### src/rtl/tdpram_port_arbiter.sv
// tdpram_port_arbiter: shares one 64x8 true-dual-port RAM between NREQ
// requesters. Grants up to two requests per cycle (port A, then port B) in
// round-robin order, withholds port B on same-address hazards, and routes
// read data back to the owning requester after the RAM read latency.
// After reset the RAM is cleared; the optional post-clear zero sweep is
// compiled in with the macro TDPRAM_ARB_INIT_EN.
module tdpram_port_arbiter #(
    parameter int NREQ   = 4,
    parameter int AW     = 6,
    parameter int DW     = 8,
    parameter int RD_LAT = 1
) (
    input  logic                 clk,
    input  logic                 rst_n,
    input  logic [NREQ-1:0]      req_valid,
    output logic [NREQ-1:0]      req_ready,
    input  logic [NREQ-1:0]      req_we,
    input  logic [NREQ*AW-1:0]   req_addr,
    input  logic [NREQ*DW-1:0]   req_wdata,
    output logic [NREQ-1:0]      rsp_valid,
    output logic [NREQ*DW-1:0]   rsp_rdata,
    output logic                 ram_sclr,
    output logic                 ram_we_a,
    output logic                 ram_we_b,
    output logic [AW-1:0]        ram_addr_a,
    output logic [AW-1:0]        ram_addr_b,
    output logic [DW-1:0]        ram_din_a,
    output logic [DW-1:0]        ram_din_b,
    input  logic [DW-1:0]        ram_dout_a,
    input  logic [DW-1:0]        ram_dout_b
);
    localparam int IW = (NREQ > 1) ? $clog2(NREQ) : 1;

    localparam logic [1:0] ST_CLR  = 2'd0;
    localparam logic [1:0] ST_INIT = 2'd1;
    localparam logic [1:0] ST_RUN  = 2'd2;
`ifdef TDPRAM_ARB_INIT_EN
    localparam logic [1:0] ST_AFTER_CLR = ST_INIT;
`else
    localparam logic [1:0] ST_AFTER_CLR = ST_RUN;
`endif

    logic [1:0]    state;
    logic [IW-1:0] ptr;
    logic          init_last;

    logic          gnt_a;
    logic          gnt_b;
    logic          cand_b;
    logic [IW-1:0] id_a;
    logic [IW-1:0] id_b;
    logic [AW-1:0] addr_a_sel;
    logic [AW-1:0] addr_b_sel;
    logic          we_a_sel;
    logic          we_b_sel;

    // Read-return pipeline: one {valid, id} entry per RAM latency cycle.
    logic [RD_LAT-1:0] rd_vld_a;
    logic [RD_LAT-1:0] rd_vld_b;
    logic [IW-1:0]     rd_id_a [RD_LAT];
    logic [IW-1:0]     rd_id_b [RD_LAT];

    function automatic logic [IW-1:0] next_id(input logic [IW-1:0] id);
        return (int'(id) == NREQ - 1) ? '0 : id + 1'b1;
    endfunction

`ifdef TDPRAM_ARB_INIT_EN
    logic [AW-2:0] init_cnt;

    // Sweep counter: one even/odd address pair per INIT cycle.
    always_ff @(posedge clk or negedge rst_n) begin
        if (!rst_n) begin
            init_cnt <= '0;
        end else if (state == ST_INIT) begin
            init_cnt <= init_cnt + 1'b1;
        end
    end

    assign init_last = &init_cnt;
`else
    assign init_last = 1'b1;
`endif

    // Sequencer: one clear cycle, optional sweep, then normal arbitration.
    always_ff @(posedge clk or negedge rst_n) begin
        if (!rst_n) begin
            state <= ST_CLR;
        end else begin
            case (state)
                ST_CLR:  state <= ST_AFTER_CLR;
                ST_INIT: if (init_last) state <= ST_RUN;
                default: state <= ST_RUN;
            endcase
        end
    end

    // The clear pulse is held off while reset is asserted so it appears only
    // in the first cycle after release.
    assign ram_sclr = rst_n && (state == ST_CLR);

    // Round-robin scan from ptr: first valid requester -> A, next -> B candidate.
    always_comb begin
        logic [IW-1:0] cur;
        cur    = '0;
        gnt_a  = 1'b0;
        cand_b = 1'b0;
        id_a   = '0;
        id_b   = '0;
        if (state == ST_RUN) begin
            for (int k = 0; k < NREQ; k++) begin
                cur = IW'((int'(ptr) + k) % NREQ);
                if (req_valid[cur]) begin
                    if (!gnt_a) begin
                        gnt_a = 1'b1;
                        id_a  = cur;
                    end else if (!cand_b) begin
                        cand_b = 1'b1;
                        id_b   = cur;
                    end
                end
            end
        end
    end

    assign addr_a_sel = req_addr[id_a*AW +: AW];
    assign addr_b_sel = req_addr[id_b*AW +: AW];
    assign we_a_sel   = req_we[id_a];
    assign we_b_sel   = req_we[id_b];

    // Same-address pairs involving a write are never issued together; B idles
    // and its requester wins port A next cycle because ptr moves past A.
    assign gnt_b = cand_b && !((addr_b_sel == addr_a_sel) && (we_a_sel || we_b_sel));

    // Ready is the one-hot OR of the two port grants.
    always_comb begin
        req_ready = '0;
        if (gnt_a) req_ready[id_a] = 1'b1;
        if (gnt_b) req_ready[id_b] = 1'b1;
    end

    // RAM pins: sweep pattern during INIT, granted request in RUN, else idle zeros.
    always_comb begin
        ram_we_a   = 1'b0;
        ram_we_b   = 1'b0;
        ram_addr_a = '0;
        ram_addr_b = '0;
        ram_din_a  = '0;
        ram_din_b  = '0;
`ifdef TDPRAM_ARB_INIT_EN
        if (state == ST_INIT) begin
            ram_we_a   = 1'b1;
            ram_we_b   = 1'b1;
            ram_addr_a = {init_cnt, 1'b0};
            ram_addr_b = {init_cnt, 1'b1};
        end
`endif
        if (gnt_a) begin
            ram_we_a   = we_a_sel;
            ram_addr_a = addr_a_sel;
            ram_din_a  = req_wdata[id_a*DW +: DW];
        end
        if (gnt_b) begin
            ram_we_b   = we_b_sel;
            ram_addr_b = addr_b_sel;
            ram_din_b  = req_wdata[id_b*DW +: DW];
        end
    end

    // Fairness pointer moves just past the last requester granted this cycle.
    always_ff @(posedge clk or negedge rst_n) begin
        if (!rst_n) begin
            ptr <= '0;
        end else if (gnt_b) begin
            ptr <= next_id(id_b);
        end else if (gnt_a) begin
            ptr <= next_id(id_a);
        end
    end

    // Track accepted reads through the RAM latency so data returns to its owner.
    always_ff @(posedge clk or negedge rst_n) begin
        if (!rst_n) begin
            rd_vld_a <= '0;
            rd_vld_b <= '0;
            for (int k = 0; k < RD_LAT; k++) begin
                rd_id_a[k] <= '0;
                rd_id_b[k] <= '0;
            end
        end else begin
            rd_vld_a[0] <= gnt_a && !we_a_sel;
            rd_vld_b[0] <= gnt_b && !we_b_sel;
            rd_id_a[0]  <= id_a;
            rd_id_b[0]  <= id_b;
            for (int k = 1; k < RD_LAT; k++) begin
                rd_vld_a[k] <= rd_vld_a[k-1];
                rd_vld_b[k] <= rd_vld_b[k-1];
                rd_id_a[k]  <= rd_id_a[k-1];
                rd_id_b[k]  <= rd_id_b[k-1];
            end
        end
    end

    // Capture matured RAM data into the owner's response slot and pulse valid.
    always_ff @(posedge clk or negedge rst_n) begin
        if (!rst_n) begin
            rsp_valid <= '0;
            rsp_rdata <= '0;
        end else begin
            rsp_valid <= '0;
            if (rd_vld_a[RD_LAT-1]) begin
                rsp_valid[rd_id_a[RD_LAT-1]]              <= 1'b1;
                rsp_rdata[rd_id_a[RD_LAT-1]*DW +: DW]     <= ram_dout_a;
            end
            if (rd_vld_b[RD_LAT-1]) begin
                rsp_valid[rd_id_b[RD_LAT-1]]              <= 1'b1;
                rsp_rdata[rd_id_b[RD_LAT-1]*DW +: DW]     <= ram_dout_b;
            end
        end
    end

endmodule
### config.mk
export PLATFORM = sky130hd
export DESIGN_NAME = tdpram_port_arbiter
export DESIGN_NICKNAME = d
export VERILOG_FILES = /design/src/rtl/tdpram_port_arbiter.sv
export SDC_FILE = /design/constraint.sdc
export NUM_CORES = 1
export LEC_CHECK = 0
export CAP_MARGIN = 20
export CORE_MARGIN = 4
export CORE_UTILIZATION = 50
export CTS_CLUSTER_DIAMETER = 150
export DETAILED_ROUTE_END_ITERATION = 6
export MAX_ROUTING_LAYER = met4
export PLACE_DENSITY = 0.88
export SKIP_CTS_REPAIR_TIMING = 1
export SYNTH_ARGS = -nofsm -noshare
export SYNTH_HDL_FRONTEND = slang
export SYNTH_SLANG_ARGS = --single-unit
### constraint.sdc
create_clock -name clk -period 6.38 [get_ports clk]
set_input_delay 0.638 -clock clk [delete_from_list [all_inputs] [get_ports clk]]
set_output_delay 0.638 -clock clk [all_outputs]
set_load 0.03 [all_outputs]
==> flow_metrics.tcl <==
set metrics [dict create \
    worst_clock_skew_ns 0.00819 \
    viasPerCell 6.09 \
    path_cells "mux4_2 -> ha_1 -> mux2i_1 -> nor3_2 -> o21ai_4 -> mux4_2 -> nor3_1 -> nor4b_4 -> a41oi_4 -> nand2_1 -> o21ai_1 -> clkdlybuf4s50_1" \
    cp_max_fo 26 \
    setup_tns_ns 0 \
    stdcell_area_sq_mm 0.00589 \
    yosysMostFrequentCell "nand2_1" \
    cts_tree "yes" \
    worst_skew_pair.late_latency_ns 0.31 \
    swShare_pct 44.4 \
    clock-sinks 45 \
    synth.avg_cell_area_sq_um 9.50 \
    hold_ws_ns 0.397 \
    cp.required_ns 5.74 \
    ys_async_sr_fraction_pct 100 \
    grt_util_all_layers_pct 25.7 \
    place_congestion 0.896 \
    htreeDepth 2 \
    fmax_ghz 0.176 \
    yosys.area.top_type "dfrtp_1" \
    critPathMostFrequentCell "mux4_2" \
    dp_slack_ns 0.720 \
    yosysWarnings 0 \
    fillers 584 \
    arrival_ns 5.05 \
    drtIter0Drc 209 \
    drv_slew 0 \
    clk_pin_slew_ns 0.09 \
    dieArea_sq_mm 0.00993 \
    drv_cap 0 \
    drc 0 \
    synthFlopType "dfrtp_1" \
    numCtsBuffers 5 \
    pwr-share-seq_pct 22.8 \
    start_util_pct 51.4 \
    synth-edff-count 0 \
    num_vias 4188 \
    die_h_um 99.6 \
    placed_cells 680 \
    yosys.area.top_type_share_pct 26.8 \
    yosys-top-cells-area "dfrtp_1 27%, mux4_2 13%, ha_1 6.9%" \
    port_buffers 152 \
    path_delay_family "compound AO/OA/AOI/OAI gates" \
    relSlewSlack_pct 41.4 \
    synth_area_sq_mm 0.00420 \
    row_count 33 \
    critPathCaptureType "output port" \
    seq_area_frac_synth_pct 26.8 \
    first_global_vias 4165 \
    worst_slack_ns 0.695 \
    die_w_um 99.6 \
    p_leak_nw 2.31 \
    status "finished clean" \
    critPathLaunchType "register" \
    hold_class "primary input to async pin" \
    final_layout_size_suffix_gt1_share_pct 12.5 \
    ys_types 69 \
    power.total_mw 1.86 \
    grt_max_degree 47 \
    rsz0062_at_grt "no" \
    grt-ovfl-total 0 \
    syn-instance-count 442 \
    crit_buf_inv 1 \
    hold_viol 0 \
    ir_drop_uv 182 \
    num_io_pins 153 \
    finalSetupViolCount 0 \
    fin_cells 688 \
    power_frac_comb_pct 63.6 \
    antenna_found_initial 0 \
    syn_to_final_growth_pct 40.3 \
    first_pass_iters 7 \
    coreArea_sq_mm 0.00818 \
    fin_util_pct 72.0 \
    cp_slowest_cell "dfrtp_1" \
    synth_nets 547 \
    max_stage_delay_ns 0.88 \
    post-route-period-util_pct 89.1 \
    wire_per_inst_um 18.6 \
    p_int_mw 1.03 \
    post_dp_cell_area_sq_mm 0.00576 \
    post-route-min-period_ns 5.69 \
    post-dp-hpwl_um 9820 \
    crit_type "register to output port" \
    clockPowerShare_pct 13.6 \
    ys_top_cells_by_count "57 x nand2_1, 45 x dfrtp_1, 36 x o21ai_0, 32 x a22oi_1, 25 x mux4_2" \
    antennaDiodeCount 0 \
    ys_seq_elements 45 \
    cts_buffer_depth 2 \
    wl_um 12800 \
    final_antenna_net_count 0 \
    nets 687 \
    worstMarginPinSlew_ns 0.876 \
    power_density_mw_per_mm2 316 \
    cts_root_buffer "clkbuf_8" \
    grt_pass1_wl_um 20300 \
    p_sw_mw 0.826 \
]
==> flip-flops by register name, summed over array words and instances (netlist names) <==
name and flops:
rd_vld_b 1, rsp_rdata 32, rsp_valid 4, ptr 2
rd_id_b 2, rd_vld_a 1, rd_id_a 2, state 1
==> power by group through the flow <==
stage                     clock [mW]  combinational [mW]  sequential (mW)
after floorplan                    0               0.719            0.499
after global placement             0                1.15            0.422
after detailed placement           0                1.18            0.428
after CTS                      0.255                1.18            0.423
after global routing           0.264                1.27            0.434
final                          0.253                1.18            0.424
==> layer usage <==
layer | part of all wire, % | global-route usage, % | wire length, um | vias to the layer above
li1 | - | - | - | 1937
met1 | 38 | 31.2 | 4910 | 2018
met2 | 52 | 43.9 | 6600 | 195
met3 | 7.0 | 3.86 | 891 | 38
met4 | 2.9 | 8.72 | 374 | 0
met5 | 0 | - | 0 | -
==> worst reg2reg max path, cell delays in order (launching register included) <==
cell and delay [ns]:
dfrtp_1 0.88, mux4_2 0.44, ha_1 0.28, mux2i_1 0.16
nor3_2 0.08, o21ai_4 0.53, mux4_2 0.64, o21a_1 0.14
nor3_2 0.22, a41oi_4 0.32, a22oi_2 0.24, o41ai_2 0.10
==> layout make-up <==
class                   count  area (sq um)  share of cell area (%)
well taps                 105           131                    2.23
clock inverters             3          65.1                    1.10
flip-flops and latches     45          1130                    19.1
inverters                  18          67.6                    1.15
multi-input cells         346          2810                    47.7
clock buffers               5          68.8                    1.17
repair buffers            166          1620                    27.5
==> cells in the final DEF (no fill, tap or decap), drive strengths merged, types with 2 or more instances in the layout <==
master         netlist  layout
and3                 4       4
and3b                4       4
nand3                4       4
o21ai               48      48
inv                 18      18
o31ai                2       2
nand2b               3       3
a22oi               33      33
a21boi              10      10
nor4b                5       5
or4b                 2       2
o211ai               4       4
nand2               57      57
mux4                25      25
nor2b               18      18
dfrtp               45      45
o211a                2       2
o21a                 3       3
clkbuf              13       5
a21oi               10      10
a41oi                2       2
buf                 20      15
bufinv               0       2
nor3                14      14
and2                14      14
a211oi              11      11
mux2i                5       5
a22o                 2       2
ha                  23      23
clkdlybuf4s50        0     151
nor4                 3       3
o21bai               3       3
o22ai                3       3
nor2                11      11
==> path summary, 6_finish.rpt <==
| path | cells past startpoint | from | slack, ns | endpoint |
|---|---|---|---|---|
| max | 12 | ptr[0] | 0.69 | req_ready[2] |
| min | 2 | rst_n | 0.40 | rsp_rdata[9] |
| max reg2reg | 11 | ptr[0] | 2.20 | ptr[0] |
| min reg2reg | 2 | rsp_rdata[11] | 0.59 | rsp_rdata[11] |
| max in group asynchronous | 2 | rst_n | 5.59 | rsp_rdata[12] |
| min in group clk | 2 | rsp_rdata[11] | 0.59 | rsp_rdata[11] |
==> logic make-up after synthesis <==
family                     after synthesis  synth area share (%)
other                                    1                0.0893
adders and majority gates               24                  7.09
AOI/OAI and AO/OA                      139                  23.7
and+or+nand+nor                        149                  20.7
muxes                                   31                  14.9
xor gates and xnor gates                 2                 0.417
DFF                                     45                  26.8
buffers and inverters                   51                  6.29
No activity file was read; power rests on OpenSTA's default activity.
